`config.mk`:
```
export PLATFORM = sky130hd
export DESIGN_NAME = uart_rx
export DESIGN_NICKNAME = d
export VERILOG_FILES = /design/src/rtl/uart_rx.sv
export SDC_FILE = /design/constraint.sdc
export NUM_CORES = 1
export LEC_CHECK = 0
export BUFFER_PORTS_ARGS = -buffer_cell sky130_fd_sc_hd__buf_2
export CAP_MARGIN = 20
export CORE_AREA = 2 2 69 71
export DETAILED_ROUTE_END_ITERATION = 6
export DIE_AREA = 0 0 71 73
export GPL_TIMING_DRIVEN = 0
export PLACE_DENSITY = 0.51
export SLEW_MARGIN = 20
export SYNTH_ARGS = -nofsm -noshare
export SYNTH_HDL_FRONTEND = slang
export SYNTH_SLANG_ARGS = --single-unit
```
`constraint.sdc`:
```
create_clock -name clock -period 2.1 [get_ports clock]
set_input_delay 0.105 -clock clock [delete_from_list [all_inputs] [get_ports clock]]
set_output_delay 0.105 -clock clock [all_outputs]
set_load 0.005 [all_outputs]
```
`src/rtl/uart_rx.sv`:
```
// uart_rx: oversampling receiver for 8 data bits + control bit (AND of data) + stop.
// Samples each bit at its midpoint and reports the byte with a one-cycle rx_done pulse
// along with frame and control error flags.
module uart_rx #(
    parameter int unsigned OVERSAMPLE = 16
) (
    input  logic       clock,
    input  logic       reset_n,
    input  logic       rx,
    input  logic       rx_tick,
    output logic [7:0] data_out,
    output logic       rx_done,
    output logic       frame_error,
    output logic       control_error,
    output logic       busy
);

    localparam int unsigned TW = $clog2(OVERSAMPLE);
    localparam logic [TW-1:0] TICK_MID  = TW'(OVERSAMPLE / 2 - 1);
    localparam logic [TW-1:0] TICK_LAST = TW'(OVERSAMPLE - 1);

    typedef enum logic [2:0] {
        IDLE      = 3'd0,
        START     = 3'd1,
        DATA      = 3'd2,
        STOP      = 3'd3,
        WAIT_IDLE = 3'd4
    } state_t;

    state_t        state;
    state_t        state_next;
    logic          rx_meta;
    logic          rx_s;
    logic [TW-1:0] tick_cnt;
    logic [3:0]    bit_cnt;
    logic [8:0]    shift;
    logic          mid_tick;
    logic          last_tick;

    assign mid_tick  = rx_tick && (tick_cnt == TICK_MID);
    assign last_tick = rx_tick && (tick_cnt == TICK_LAST);

    // Two-flop synchronizer for the asynchronous serial line (idles high)
    always_ff @(posedge clock or negedge reset_n) begin
        if (!reset_n) begin
            rx_meta <= 1'b1;
            rx_s    <= 1'b1;
        end else begin
            rx_meta <= rx;
            rx_s    <= rx_meta;
        end
    end

    // State register
    always_ff @(posedge clock or negedge reset_n) begin
        if (!reset_n) begin
            state <= IDLE;
        end else begin
            state <= state_next;
        end
    end

    // Next-state logic; illegal encodings fall back to IDLE
    always_comb begin
        state_next = state;
        case (state)
            IDLE:      if (rx_tick && !rx_s) state_next = START;
            START:     if (mid_tick) state_next = rx_s ? IDLE : DATA;
            DATA:      if (last_tick && (bit_cnt == 4'd8)) state_next = STOP;
            STOP:      if (last_tick) state_next = rx_s ? IDLE : WAIT_IDLE;
            WAIT_IDLE: if (rx_s) state_next = IDLE;
            default:   state_next = IDLE;
        endcase
    end

    // Tick/bit counters, shift register and registered frame outputs
    always_ff @(posedge clock or negedge reset_n) begin
        if (!reset_n) begin
            tick_cnt      <= '0;
            bit_cnt       <= '0;
            shift         <= '0;
            data_out      <= '0;
            rx_done       <= 1'b0;
            frame_error   <= 1'b0;
            control_error <= 1'b0;
        end else begin
            rx_done <= 1'b0;
            case (state)
                IDLE: begin
                    if (rx_tick && !rx_s) tick_cnt <= '0;
                end
                START: begin
                    if (mid_tick) begin
                        tick_cnt <= '0;
                        bit_cnt  <= '0;
                    end else if (rx_tick) begin
                        tick_cnt <= tick_cnt + 1'b1;
                    end
                end
                DATA: begin
                    if (last_tick) begin
                        shift    <= {rx_s, shift[8:1]};
                        tick_cnt <= '0;
                        bit_cnt  <= bit_cnt + 1'b1;
                    end else if (rx_tick) begin
                        tick_cnt <= tick_cnt + 1'b1;
                    end
                end
                STOP: begin
                    if (last_tick) begin
                        data_out      <= shift[7:0];
                        control_error <= shift[8] ^ (&shift[7:0]);
                        frame_error   <= ~rx_s;
                        rx_done       <= 1'b1;
                        tick_cnt      <= '0;
                    end else if (rx_tick) begin
                        tick_cnt <= tick_cnt + 1'b1;
                    end
                end
                default: ;
            endcase
        end
    end

    // Busy whenever a frame is in progress or a break is being waited out
    always_comb begin
        busy = (state != IDLE);
    end

endmodule
```
==> flow_metrics.py <==
metrics = {
    "outcome": {
        "status": "completed",
    },
    "setup_path": {
        "crit_arrival_ns": 2.07,
        "critPathRequiredTime_ns": 2.26,
        "endpoint_kind": "register",
        "critPathLaunchType": "register",
        "cp_max_fo": 10,
        "path_class": "reg -> reg",
    },
    "yosys": {
        "netlist_instances": 130,
        "synth_most_common_cell": "dfrtp_1",
        "synth_common_cells": "31 x dfrtp_1, 13 x mux2_2, 10 x nand2_1, 10 x o21ai_0, 6 x inv_1",
        "ys_ff_latch": 33,
        "synth.distinct_cells": 36,
        "synthesis.area_um2": 1510,
        "async_flop_share_pct": 100.0,
        "yosysWarnings": 0,
        "avgSynthCellArea_um2": 11.62,
        "yosysTopAreaCell": "dfrtp_1",
        "syn-num-nets": 137,
        "synth.top_cell.area_share_pct": 51.37,
        "synth-main-ff-cell": "dfrtp_1",
        "synth-seq-area-share_pct": 54.85,
        "synth.area.top_cells": "dfrtp_1 51%, mux2_2 9.7%, mux2_4 4.0%, dfstp_2 3.5%, o21ai_0 3.3%",
        "synth_edf_count": 0,
    },
    "placement": {
        "dpl.hpwl_um": 1993,
        "gp_congestion": 0.8023,
        "pre_cts_ws_ns": 0.1899,
        "io_buffers": 15,
    },
    "sta": {
        "finClkSkew_ns": 0.007645,
        "hold_violations": 0,
        "maxSlewViolCount": 0,
        "fmax_mhz": 526.0,
        "worst_slew_pin_slew_ns": 0.7154,
        "setup_viol": 0,
        "worst_slack_ns": 0.1988,
        "post-route-min-period_ns": 1.901,
        "hold_ws_ns": 0.2714,
        "setup_tns_ns": 0,
        "rsz0062_at_grt": "no",
        "slew_headroom_pct": 52.30,
        "fin_crit_sh_pct": 90.53,
    },
    "floorplanning": {
        "pin_count": 16,
        "die_w_um": 71,
        "die_area_um2": 5183,
        "core_um2": 4536,
        "die_h_um": 73,
        "start_util_pct": 33.30,
        "core.rowCount": 25,
    },
    "cts": {
        "clockBufferDepth": 2,
        "clk_pin_slew_ns": 0.07,
        "clk_latency_ns": 0.28,
        "postCtsHoldBufs": 2,
        "cts_resized": 0,
        "cts_tree": "built",
        "postCtsSetupRepairBufs": 0,
        "cts-root-buf": "clkbuf_8",
        "cts_sinks": 33,
        "cts_inserted_buffers": 5,
        "htreeDepth": 2,
    },
    "pwr": {
        "ir_worst_vdd_v": 0.0004111,
        "power_uw": 1347,
        "power_density_nw_per_um2": 767.6,
        "static-leakage-power_uw": 0.0008637,
    },
    "cells_and_area": {
        "fill_cells": 440,
        "fin_nets": 161,
        "drive_gt1_share_pct": 30.32,
        "insertedDiodeCount": 0,
        "area_delta_synth_final_pct": 16.24,
    },
    "drt": {
        "drt-total-wl_um": 2832,
        "viasPerCell": 5.057,
        "drtPass1Iterations": 4,
        "wl_per_cell_um": 13.55,
        "ant_nets": 0,
        "num_vias": 1057,
        "drcViolationCount": 0,
        "drtIter0Drc": 60,
    },
    "global_routing": {
        "grt_overflow": 0,
        "grt_pass1_vias": 1100,
        "grt_use_total_pct": 12.53,
        "antenna_found_initial": 0,
        "grt_first_pass_wirelength_um": 5071,
        "grt_max_degree": 34,
    },
    "flow_run": {
        "cap_violations": 0,
    },
    "hold_path": {
        "hold_path_class": "in -> reg",
    },
}
-- sequential cells by signal, indices dropped and copies added (netlist names) --
signal	cells
rx_s	1
bit_cnt	4
control_error	1
shift	9
rx_meta	1
rx_done	1
frame_error	1
tick_cnt	4
state	3
data_out	8
-- layout by cell type (no fill, tap or decap), types with 2 or more instances in the layout --
cell type and instances:
dfstp_2 2, clkinv_2 2, or3_1 3, nand2_1 10, dlygate4sd3_1 2, buf_2 18, clkbuf_1 4, mux2_2 13
nand4_1 4, clkbuf_8 5, nor3_1 3, and3_1 2, inv_1 6, ha_1 3, o21ai_0 10, dfrtp_1 31
a21oi_1 5, a31oi_1 3, mux2_4 4, nor2_1 5, nand3_1 2
-- where the power goes --
part | switching, µW | internal (µW)
Clock | 223 | 229
Combinational | 109 | 78.4
Sequential | 37.5 | 670
-- metal layers --
layer	track usage, %	share of wire [%]	vias to the layer above
met2	20.46	46	16
li1	-	-	513
met5	0	0	-
met4	4.403	0.64	0
met3	4.144	3.0	2
met1	15.63	50	526
-- cells by family after synthesis --
| kind of cell | count (synthesis) | synth area share [%] |
|---|---|---|
| mux | 18 | 14.33 |
| buf+inv | 13 | 3.976 |
| simple gates | 37 | 13.67 |
| compound gates | 25 | 10.11 |
| flops | 33 | 54.85 |
| fa+ha+maj | 3 | 2.486 |
| xor+xnor | 1 | 0.5801 |
-- stage by stage --
stage / util [%] / area (µm²) / std cells
2_1_floorplan: - / 1510 / 130
3_3_place_gp: 36.44 / 1653 / 199
3_5_place_dp: 36.44 / 1653 / 199
4_1_cts: 38.70 / 1755 / 209
5_1_grt: 38.70 / 1755 / 209
6_report: 38.70 / 1755 / 209
-- cell type report --
type / instances / area (µm²) / area share [%]
clock buffer: 6 / 72.57 / 4.134
buffer: 7 / 37.54 / 2.138
timing repair buffer: 17 / 95.09 / 5.417
tap: 54 / 67.56 / 3.849
inverter: 6 / 22.52 / 1.283
multi-input combinational: 84 / 621.8 / 35.42
sequential: 33 / 828.3 / 47.18
clock inverter: 2 / 10.01 / 0.5702
-- critical path, cell delays in order, from the launching register on --
cell     delay [ns]
dfrtp_1        0.39
ha_1           0.23
nand4_1        0.19
or3_1          0.36
buf_2          0.17
buf_6          0.15
mux2_4         0.30
-- worst paths after layout --
kind                                  start          end  slack [ns]  cells after the start
max in group asynchronous           reset_n   bit_cnt[3]        1.22                      2
worst min register to register      rx_meta         rx_s        0.36                      0
worst max-delay path            tick_cnt[0]  data_out[1]        0.20                      6
worst max register to register  tick_cnt[0]  data_out[1]        0.20                      6
min in group asynchronous           reset_n  tick_cnt[0]        0.42                      2
worst min-delay path                rx_tick  tick_cnt[3]        0.27                      4
(Power assumes the default switching activity.)
